==> src/rtl/rv_mc_pkg.sv <==
// rtl/rv_mc_pkg.sv - shared types and encodings for the multicycle RISC-V control path
//
// Purpose: phase/state encodings, base opcodes, opcode classes and PC source
//          selects shared by the phase sequencer and the opcode control decoder.
// Ports:   none (package).

package rv_mc_pkg;

  // Phase encodings double as the decoder's sel input, so the values are fixed.
  typedef enum logic [2:0] {
    ST_FETCH  = 3'd0,
    ST_DECODE = 3'd1,
    ST_EXEC   = 3'd2,
    ST_MEM    = 3'd3,
    ST_WB     = 3'd4,
    ST_TRAP   = 3'd7
  } state_t;

  localparam logic [6:0] OPC_R      = 7'b0110011;
  localparam logic [6:0] OPC_I      = 7'b0010011;
  localparam logic [6:0] OPC_LOAD   = 7'b0000011;
  localparam logic [6:0] OPC_STORE  = 7'b0100011;
  localparam logic [6:0] OPC_BRANCH = 7'b1100011;
  localparam logic [6:0] OPC_JAL    = 7'b1101111;
  localparam logic [6:0] OPC_JALR   = 7'b1100111;

  // CLS_NONE is the post-reset value before any instruction has been decoded.
  typedef enum logic [3:0] {
    CLS_NONE   = 4'd0,
    CLS_R      = 4'd1,
    CLS_I      = 4'd2,
    CLS_LOAD   = 4'd3,
    CLS_STORE  = 4'd4,
    CLS_BRANCH = 4'd5,
    CLS_JAL    = 4'd6,
    CLS_JALR   = 4'd7,
    CLS_BAD    = 4'd8
  } op_class_t;

  localparam logic [1:0] PCSRC_PC4    = 2'b00;
  localparam logic [1:0] PCSRC_BRANCH = 2'b01;
  localparam logic [1:0] PCSRC_JAL    = 2'b10;
  localparam logic [1:0] PCSRC_JALR   = 2'b11;

endpackage

==> src/rtl/rv_opcode_classify.sv <==
// rtl/rv_opcode_classify.sv - combinational opcode to instruction-class mapping
//
// Purpose: maps instruction[6:0] to an op_class; anything unrecognised is CLS_BAD.
// Ports:
//   opcode   in  7  instruction[6:0]
//   op_class out    decoded instruction class

module rv_opcode_classify
  import rv_mc_pkg::*;
(
  input  logic [6:0] opcode,
  output op_class_t  op_class
);

  always_comb begin
    op_class = CLS_BAD;
    case (opcode)
      OPC_R:      op_class = CLS_R;
      OPC_I:      op_class = CLS_I;
      OPC_LOAD:   op_class = CLS_LOAD;
      OPC_STORE:  op_class = CLS_STORE;
      OPC_BRANCH: op_class = CLS_BRANCH;
      OPC_JAL:    op_class = CLS_JAL;
      OPC_JALR:   op_class = CLS_JALR;
      default:    op_class = CLS_BAD;
    endcase
  end

endmodule

==> src/rtl/multicycle_ctrl_fsm.sv <==
// rtl/multicycle_ctrl_fsm.sv - phase sequencer for the multicycle RISC-V datapath
//
// Purpose: steps FETCH/DECODE/EXEC/MEM/WB, drives per-phase write enables and
//          the memory request, counts retired instructions, traps on bad opcodes.
// Ports:
//   clk, rst_n          clock (rising edge), asynchronous active-low reset
//   opcode    in  7     instruction[6:0] from the IR, valid from DECODE
//   br_taken  in  1     branch compare result, used in EXEC
//   mem_ready in  1     memory completes the current request this cycle
//   phase     out 3     state register, feeds the control decoder's sel
//   mem_req, mem_is_data        memory request and address select
//   ir_write, pc_write, pc_src  IR / PC update controls
//   rf_write, dmem_read, dmem_write  register-file and data-memory strobes
//   illegal   out 1     sticky illegal-opcode flag
//   instret   out CNT_W retired-instruction count (wraps)

module multicycle_ctrl_fsm
  import rv_mc_pkg::*;
#(
  parameter int CNT_W        = 32,
  parameter int PC_INIT_HOLD = 0
) (
  input  logic             clk,
  input  logic             rst_n,
  input  logic [6:0]       opcode,
  input  logic             br_taken,
  input  logic             mem_ready,
  output logic [2:0]       phase,
  output logic             mem_req,
  output logic             mem_is_data,
  output logic             ir_write,
  output logic             pc_write,
  output logic [1:0]       pc_src,
  output logic             rf_write,
  output logic             dmem_read,
  output logic             dmem_write,
  output logic             illegal,
  output logic [CNT_W-1:0] instret
);

  localparam int HOLD_W = (PC_INIT_HOLD > 1) ? $clog2(PC_INIT_HOLD + 1) : 1;

  state_t              r_state;
  op_class_t           r_class;
  logic [HOLD_W-1:0]   r_hold;
  logic                r_illegal;
  logic [CNT_W-1:0]    r_instret;

  op_class_t           w_class;
  logic                w_hold_done;
  logic                w_retire;

  rv_opcode_classify u_classify (
    .opcode   (opcode),
    .op_class (w_class)
  );

  assign w_hold_done = (r_hold == '0);

  // Retire on the edge that leaves the last state of an instruction.
  assign w_retire = ((r_state == ST_EXEC) && (r_class == CLS_BRANCH)) ||
                    ((r_state == ST_MEM) && (r_class == CLS_STORE) && mem_ready) ||
                    (r_state == ST_WB);

  always_ff @(posedge clk or negedge rst_n) begin
    if (!rst_n) begin
      r_state   <= ST_FETCH;
      r_class   <= CLS_NONE;
      r_hold    <= HOLD_W'(PC_INIT_HOLD);
      r_illegal <= 1'b0;
      r_instret <= '0;
    end else begin
      if (w_retire) begin
        r_instret <= r_instret + CNT_W'(1);
      end
      case (r_state)
        ST_FETCH: begin
          if (!w_hold_done) begin
            r_hold <= r_hold - HOLD_W'(1);
          end else if (mem_ready) begin
            r_state <= ST_DECODE;
          end
        end
        ST_DECODE: begin
          r_class <= w_class;
          if (w_class == CLS_BAD) begin
            r_state   <= ST_TRAP;
            r_illegal <= 1'b1;
          end else begin
            r_state <= ST_EXEC;
          end
        end
        ST_EXEC: begin
          case (r_class)
            CLS_BRANCH:                      r_state <= ST_FETCH;
            CLS_LOAD, CLS_STORE:             r_state <= ST_MEM;
            CLS_R, CLS_I, CLS_JAL, CLS_JALR: r_state <= ST_WB;
            default: begin
              // Unreachable: BAD never leaves DECODE except to TRAP.
              r_state   <= ST_TRAP;
              r_illegal <= 1'b1;
            end
          endcase
        end
        ST_MEM: begin
          if (mem_ready) begin
            r_state <= (r_class == CLS_STORE) ? ST_FETCH : ST_WB;
          end
        end
        ST_WB:   r_state <= ST_FETCH;
        ST_TRAP: r_state <= ST_TRAP;
        default: begin
          r_state   <= ST_TRAP;
          r_illegal <= 1'b1;
        end
      endcase
    end
  end

  // Strobes are decoded from the state and gated by rst_n so that an abort
  // drops them immediately, without waiting for a clock edge.
  always_comb begin
    mem_req     = 1'b0;
    mem_is_data = 1'b0;
    ir_write    = 1'b0;
    pc_write    = 1'b0;
    pc_src      = PCSRC_PC4;
    rf_write    = 1'b0;
    dmem_read   = 1'b0;
    dmem_write  = 1'b0;
    if (rst_n) begin
      case (r_state)
        ST_FETCH: begin
          if (w_hold_done) begin
            mem_req  = 1'b1;
            ir_write = mem_ready;
            pc_write = mem_ready;
          end
        end
        ST_EXEC: begin
          case (r_class)
            CLS_BRANCH: begin
              pc_write = br_taken;
              pc_src   = PCSRC_BRANCH;
            end
            CLS_JAL: begin
              pc_write = 1'b1;
              pc_src   = PCSRC_JAL;
            end
            CLS_JALR: begin
              pc_write = 1'b1;
              pc_src   = PCSRC_JALR;
            end
            default: ;
          endcase
        end
        ST_MEM: begin
          mem_req     = 1'b1;
          mem_is_data = 1'b1;
          dmem_read   = (r_class == CLS_LOAD);
          dmem_write  = (r_class == CLS_STORE);
        end
        ST_WB:   rf_write = 1'b1;
        default: ;
      endcase
    end
  end

  assign phase   = r_state;
  assign illegal = r_illegal;
  assign instret = r_instret;

endmodule
==> config.mk <==
export PLATFORM = sky130hd
export DESIGN_NAME = multicycle_ctrl_fsm
export DESIGN_NICKNAME = d
export VERILOG_FILES = /design/src/rtl/rv_mc_pkg.sv /design/src/rtl/rv_opcode_classify.sv /design/src/rtl/multicycle_ctrl_fsm.sv
export SDC_FILE = /design/constraint.sdc
export NUM_CORES = 1
export LEC_CHECK = 0
export BUFFER_PORTS_ARGS = -buffer_cell sky130_fd_sc_hd__buf_2
export CELL_PAD_IN_SITES_DETAIL_PLACEMENT = 2
export CELL_PAD_IN_SITES_GLOBAL_PLACEMENT = 2
export CORE_MARGIN = 2
export CORE_UTILIZATION = 30
export DETAILED_ROUTE_END_ITERATION = 16
export GPL_TIMING_DRIVEN = 0
export PLACE_DENSITY = 0.72
export SLEW_MARGIN = 15
export SYNTH_ARGS = -nofsm -noshare
export SYNTH_HDL_FRONTEND = slang
export SYNTH_SLANG_ARGS = --single-unit
export TNS_END_PERCENT = 5
==> constraint.sdc <==
create_clock -name clk -period 1.65 [get_ports clk]
set_input_delay 0.2475 -clock clk [delete_from_list [all_inputs] [get_ports clk]]
set_output_delay 0.2475 -clock clk [all_outputs]
set_load 0.005 [all_outputs]
=== After elaboration in Yosys (flattened, before gate mapping) ===
Cells that the tools add are included.

* Logic and storage cells: 78
* Output and inout bits: 45
* Bits in registers: 41
* Input port bits: 11

* Equality and inequality tests: 25
* Reduce and logical (&&, ||, !) cells: 13
* Multiplexer cells: 32
* Bitwise logic cells: 1
* Add/subtract/negate cells: 2

{| class="wikitable"
|+ Operator list
! cell !! number
|-
| adder 32 x 1 -> 32 bit (second input constant) || 1
|-
| case mux 4 bit (7 select lines) || 1
|-
| == test 7 bit (second input constant) || 3
|-
| two-way mux 1 bit || 17
|-
| == test 4 x 3 -> 1 bit (second input constant) || 4
|-
| two-way mux 3 bit || 5
|-
| case mux 3 bit (5 select lines) || 1
|-
| == test 7 x 6 -> 1 bit (second input constant) || 2
|-
| inequality test 2 bit (second input constant) || 5
|-
| case mux 3 bit (3 select lines) || 1
|-
| == test 4 x 2 -> 1 bit (second input constant) || 2
|-
| OR reduction 4 bit || 2
|-
| == test 7 x 2 -> 1 bit (second input constant) || 1
|-
| == test 7 x 5 -> 1 bit (second input constant) || 1
|-
| OR reduction 7 bit || 1
|-
| == test 3 x 2 -> 1 bit (second input constant) || 2
|-
| == test 3 bit (second input constant) || 2
|-
| case mux 1 bit (2 select lines) || 3
|-
| case mux 2 bit (3 select lines) || 1
|-
| AND reduction 3 bit || 2
|-
| == test 4 x 1 -> 1 bit (second input constant) || 1
|-
| == test 4 bit (second input constant) || 1
|-
| two-way mux 2 bit || 2
|-
| OR reduction 2 bit || 2
|-
| 7 further kinds || 10
|}

=== Depth between registers and ports, before layout ===
* Depth after elaboration: 5
* Gate-level depth with buffers: 6
* Gate-level depth less buffers: 4

=== Modules after synthesis ===
From an unflattened synthesis, not the netlist that was laid out.

* Cells, all modules: 213
* Area, all modules: 2169.6 µm²

{| class="wikitable"
|+ Modules (own cells, without submodules)
! module !! times used !! cells each !! area each (µm²) !! seq. area each (µm²)
|-
| multicycle_ctrl_fsm || 1 || 200 || 2068.2 || 1001.0
|-
| rv_opcode_classify || 1 || 13 || 101.3 || 0.0
|}

=== Worst setup path after synthesis ===
OpenSTA, ideal clock, no wires.

* Kind: register to register
* Start: register r_state[0] (netlist: phase[0])
* End: register r_instret[16] (netlist: instret[16])
* Required time: 1571 ps
* Cell stages (with the launch flop): 7
* Period minus slack after synthesis: 1729 ps
* Path slack: -79 ps
* Path buffers: 2
* Library setup time: 79 ps
* Arrival: 1650 ps
* Cells stage by stage: dfrtp_1 -> buf_2 -> nor2_1 -> nand4_1 -> buf_2 -> a2111oi_2 -> xor2_1

* Word-level cells in the longest chain between the ends: 5
* Elaborated cells on any way between the ends: 8
* Those cells by class: eq/ne (3); reduce/logical (5)

{| class="wikitable"
|+ RTL lines
! what !! RTL line !! RTL
|-
| start: declaration || multicycle_ctrl_fsm.sv:43 || <nowiki>state_t r_state;</nowiki>
|-
| start signal: assignment || multicycle_ctrl_fsm.sv:107 || <nowiki>r_state <= (r_class == CLS_STORE) ? ST_FETCH : ST_WB;</nowiki>
|-
| == test 3 x 2 -> 1 bit || multicycle_ctrl_fsm.sv:62 || <nowiki>((r_state == ST_MEM) && (r_class == CLS_STORE) && mem_ready) ||</nowiki>
|-
| logical AND 1 bit (2 in a row) || multicycle_ctrl_fsm.sv:62 ||
|-
| logical OR 1 bit || multicycle_ctrl_fsm.sv:61 || <nowiki>assign w_retire = ((r_state == ST_EXEC) && (r_class == CLS_BRANCH)) ||</nowiki>
|-
| logical OR 1 bit (*) || multicycle_ctrl_fsm.sv:62 ||
|-
| end signal: assignment || multicycle_ctrl_fsm.sv:74 || <nowiki>r_instret <= r_instret + CNT_W'(1);</nowiki>
|-
| end: declaration || multicycle_ctrl_fsm.sv:47 || <nowiki>logic [CNT_W-1:0] r_instret;</nowiki>
|}

Mark *: on every way between the ends. The rest lies on a longest branch, timed or not.
A chain may end at the register's enable or synchronous reset.

=== Worst setup path after layout ===
* Start: register r_class[1]
* End: register r_instret[31] (netlist: instret[31])

* Word-level cells in the longest chain between the ends: 5
* Elaborated cells on any way between the ends: 7
* Those cells by class: eq/ne (2); reduce/logical (5)

{| class="wikitable"
|+ RTL lines
! what !! RTL line !! RTL
|-
| start: declaration || multicycle_ctrl_fsm.sv:44 || <nowiki>op_class_t r_class;</nowiki>
|-
| start signal: assignment || multicycle_ctrl_fsm.sv:85 || <nowiki>r_class <= w_class;</nowiki>
|-
| == test 4 x 3 -> 1 bit || multicycle_ctrl_fsm.sv:62 ||
|-
| logical AND 1 bit (2 in a row) || multicycle_ctrl_fsm.sv:62 ||
|-
| logical OR 1 bit (*) || multicycle_ctrl_fsm.sv:61 ||
|-
| logical OR 1 bit (*) || multicycle_ctrl_fsm.sv:62 ||
|}

Marks and branches as above.

==> flow_results.xml <==
<?xml version="1.0" encoding="UTF-8"?>
<metrics>
  <group name="setup_path">
    <metric name="required" unit="ns">1.86</metric>
    <metric name="max_stage_delay" unit="ns">0.37</metric>
    <metric name="critical-path-slowest-cell" unit="">dfrtp_1</metric>
    <metric name="timing.critical_path.from_type" unit="">flop</metric>
    <metric name="path_cells" unit="">buf_6 -&gt; nor4b_4 -&gt; a32oi_4 -&gt; buf_6 -&gt; a2111oi_2 -&gt; xor2_1</metric>
    <metric name="timing.critical_path.fanout_max" unit="">10</metric>
    <metric name="cp-startpoint" unit="">r_class[1]</metric>
    <metric name="critical_path_class" unit="">reg -&gt; reg</metric>
    <metric name="critical_path.n_buffers_inverters" unit="">2</metric>
    <metric name="worst_ep_arrival_time" unit="ns">2.18</metric>
    <metric name="setup.worst_path.end_class" unit="">flop</metric>
    <metric name="timing.rr.start" unit="">r_class[1]</metric>
    <metric name="critical_path.most_common_cell" unit="">buf_6</metric>
    <metric name="crit_family" unit="">compound AO/OA/AOI/OAI gates</metric>
  </group>
  <group name="synth">
    <metric name="async_reset_ff_share" unit="%">100.0</metric>
    <metric name="synth.most_common_cell" unit="">dfrtp_1</metric>
    <metric name="synthesis.area" unit="mm^2">0.002367</metric>
    <metric name="yosysSeqAreaShare" unit="%">42.28</metric>
    <metric name="synth_top_cells_by_count" unit="">dfrtp_1, xor2_1, nand2_1, a2111oi_2, nand3_1</metric>
    <metric name="syn_nets" unit="">235</metric>
    <metric name="post_synth_inst_count" unit="">223</metric>
    <metric name="syn-mean-instance-area" unit="um^2">10.62</metric>
    <metric name="synth_edf_count" unit="">0</metric>
    <metric name="synth_top_area_cell" unit="">dfrtp_1</metric>
    <metric name="yosys.area.top_type_share" unit="%">42.28</metric>
    <metric name="dominantRegCellSynth" unit="">dfrtp_1</metric>
    <metric name="synth_warnings" unit="">0</metric>
    <metric name="synth.area.top_cells" unit="">dfrtp_1, a2111oi_2, xor2_1</metric>
    <metric name="synth_cell_type_count" unit="">44</metric>
    <metric name="synth-seq-cells" unit="">40</metric>
  </group>
  <group name="cells_and_area">
    <metric name="drive_gt1_share" unit="%">42.90</metric>
    <metric name="finish.utilization" unit="%">43.44</metric>
    <metric name="fin_area" unit="mm^2">0.003339</metric>
    <metric name="fill_cells" unit="">836</metric>
    <metric name="num-nets-final" unit="">315</metric>
    <metric name="area_growth" unit="%">41.07</metric>
    <metric name="antennaDiodeCount" unit="">0</metric>
  </group>
  <group name="power_and_ir_drop">
    <metric name="netSwitchingFraction" unit="%">23.10</metric>
    <metric name="finalPower" unit="mW">1.684</metric>
    <metric name="p_seq_share" unit="%">58.6</metric>
    <metric name="irDropWorstVdd" unit="uV">382.0</metric>
    <metric name="clkPwrFrac" unit="%">36.9</metric>
    <metric name="power_frac_comb" unit="%">4.4</metric>
    <metric name="net_switching_power" unit="uW">389.1</metric>
    <metric name="power.static_leakage" unit="nW">1.079</metric>
    <metric name="pwrdens" unit="mW/mm^2">504.4</metric>
    <metric name="power.internal" unit="mW">1.295</metric>
  </group>
  <group name="floorplanning">
    <metric name="fp.dieW" unit="um">92.83</metric>
    <metric name="design.portCount" unit="">56</metric>
    <metric name="floorplan.core_area" unit="mm^2">0.007687</metric>
    <metric name="initial_core_util" unit="%">30.79</metric>
    <metric name="die_area" unit="mm^2">0.008617</metric>
    <metric name="floorplan.rows" unit="">32</metric>
    <metric name="floorplan.die.height" unit="um">92.83</metric>
  </group>
  <group name="clocking">
    <metric name="cts_root_buffer" unit="">clkbuf_8</metric>
    <metric name="clock_path_buffers" unit="">2</metric>
    <metric name="clk-insertion-delay-late" unit="ns">0.29</metric>
    <metric name="tritoncts.num_buffers" unit="">5</metric>
    <metric name="clock-sinks" unit="">40</metric>
    <metric name="cts.reportedPaths.clkPinSlew" unit="ns">0.08</metric>
    <metric name="htreeDepth" unit="">2</metric>
    <metric name="cts_tree" unit="">done</metric>
  </group>
  <group name="placed_design">
    <metric name="placedInstanceArea" unit="mm^2">0.002778</metric>
    <metric name="buffer_ports.inserted" unit="">55</metric>
    <metric name="place.detailed.hpwl" unit="um">4860</metric>
    <metric name="place_congestion" unit="">0.7572</metric>
  </group>
  <group name="routing">
    <metric name="wl_per_cell" unit="um">19.11</metric>
    <metric name="detail_route.vias_per_cell" unit="">5.262</metric>
    <metric name="via_count" unit="">2131</metric>
    <metric name="drcViolationCount" unit="">0</metric>
    <metric name="first_pass_iters" unit="">4</metric>
    <metric name="detail_route.iter0.violations" unit="">93</metric>
    <metric name="drt-total-wl" unit="um">7741</metric>
    <metric name="drtAntennaViolNets" unit="">0</metric>
  </group>
  <group name="sta">
    <metric name="worst_slack" unit="ns">-0.3251</metric>
    <metric name="portion_of_the_clock_cycle_consumed_by_the_worst_path_in_the_final_layout" unit="%">119.7</metric>
    <metric name="timing_max_transition_violations_final" unit="">0</metric>
    <metric name="final-hold-violation-count" unit="">40</metric>
    <metric name="setup_repair_after_global_routing_missed_its_margin" unit="">true</metric>
    <metric name="tmin_final" unit="ns">1.975</metric>
    <metric name="max_clock_freq" unit="GHz">0.5063</metric>
    <metric name="transition_time_at_the_pin_with_the_least_slew_margin" unit="ns">0.5973</metric>
    <metric name="hold-worst-slack" unit="ns">-0.04116</metric>
    <metric name="setup_violations" unit="">42</metric>
    <metric name="timing.slew.headroom" unit="%">60.18</metric>
    <metric name="skew" unit="ns">0.006601</metric>
  </group>
  <group name="grt">
    <metric name="wire_length_of_the_first_global_routing_pass" unit="um">11980</metric>
    <metric name="grt_antenna_before_repair" unit="">0</metric>
    <metric name="total_global_routing_track_utilization" unit="%">17.52</metric>
    <metric name="pin_count_of_the_biggest_net_entering_global_routing" unit="">48</metric>
    <metric name="global_route_overflow" unit="">0</metric>
    <metric name="grt_pass1_vias" unit="">2166</metric>
  </group>
  <group name="worst_hold_path">
    <metric name="worst_hold_path_type" unit="">in -&gt; async</metric>
  </group>
  <group name="flow_run">
    <metric name="drv.max_cap_violation_count" unit="">0</metric>
  </group>
  <group name="status">
    <metric name="run_status" unit="">finished, violations left</metric>
    <metric name="violated_checks" unit="">negative hold slack, negative setup slack</metric>
  </group>
</metrics>
[final timing paths]
check	cells after the start	slack, ns	to
min in group clk	2	0.17	r_class[0]
worst max-delay path	6	-0.33	instret[31]
worst min register to register	1	0.48	instret[20]
worst min-delay path	1	-0.04	r_class[0]
max in group asynchronous	1	1.27	phase[2]
worst max register to register	6	-0.33	instret[31]
[state kept, by name (all words and copies together), names as in the netlist]
signal   flops
r_class      4
instret     32
illegal      1
phase        3
[timing repair]
| action | in CTS | in global routing |
|---|---|---|
| cloned | 0 | 1 |
| pin swaps | 5 | 8 |
| setup buffers | 4 | 13 |
| endpoints found under the setup margin | 41 | 44 |
| endpoints found under the hold margin | 40 | 0 |
| gates resized for setup | 25 | 29 |
[metal layers]
metal	share of wire, %	track usage [%]
met5	0	0
met3	3.1	3.092
met2	48	27.29
met4	1.7	5.270
met1	48	24.80
[placed cells by master (no fill, tap or decap), types with 2 or more instances in the layout]
| cell type | n |
|---|---|
| and3_1 | 7 |
| clkbuf_1 | 3 |
| a211oi_2 | 5 |
| a21o_1 | 3 |
| xor2_1 | 28 |
| a21oi_1 | 6 |
| a2111oi_4 | 16 |
| and4_1 | 5 |
| buf_6 | 9 |
| dfrtp_1 | 38 |
| dfrtp_2 | 2 |
| o21ai_0 | 3 |
| and3_4 | 2 |
| nand3_1 | 12 |
| xnor2_1 | 3 |
| nor4_1 | 2 |
| buf_4 | 17 |
| a2111oi_2 | 3 |
| nand4_1 | 6 |
| nand2_1 | 20 |
| buf_2 | 54 |
| nor2b_1 | 5 |
| a211oi_1 | 3 |
| inv_1 | 7 |
| a31oi_1 | 2 |
| nor2_1 | 2 |
| nand2b_1 | 4 |
| clkbuf_8 | 5 |
[power groups by stage]
stage | clock network (mW) | registers, mW | logic [mW]
after floorplan | 0 | 1.01 | 0.0215
after global placement | 0 | 1.01 | 0.0660
after detailed placement | 0 | 1.01 | 0.0684
after CTS | 0.651 | 0.988 | 0.0695
after global routing | 0.691 | 0.988 | 0.0867
final | 0.622 | 0.987 | 0.0747
[metrics by stage]
stage	hold WS (ns)	TNS [ns]	setup slack, ns	std cells
floorplan	-0.04809	-1.326	-0.05516	223
global placement	0.4525	-11.17	-0.3750	380
detailed placement	0.4525	-12.83	-0.4080	380
CTS	-0.01672	-7.290	-0.2554	391
global route	-0.005041	-12.56	-0.4399	405
finish	-0.04116	-8.118	-0.3251	405
[cell families after synthesis]
family	Yosys count	share of synthesized area (%)
flops	40	42.28
simple gates	80	19.71
mux	1	0.4757
compound gates	51	21.56
fa+ha+maj	1	0.5285
buf+inv	19	3.964
xor+xnor	31	11.47
[final cells by class]
class	count	area (um^2)	area share, %
Timing Repair Buffer	73	426.7	12.78
Tap cell	102	127.6	3.822
Clock buffer	6	72.57	2.173
Sequential cell	40	1003	30.05
Multi-Input combinational cell	164	1570	47.02
Clock inverter	1	5.005	0.1499
Inverter	7	26.28	0.7868
Buffer	12	107.6	3.222
Note: power is estimated with default switching activity, not from simulation.
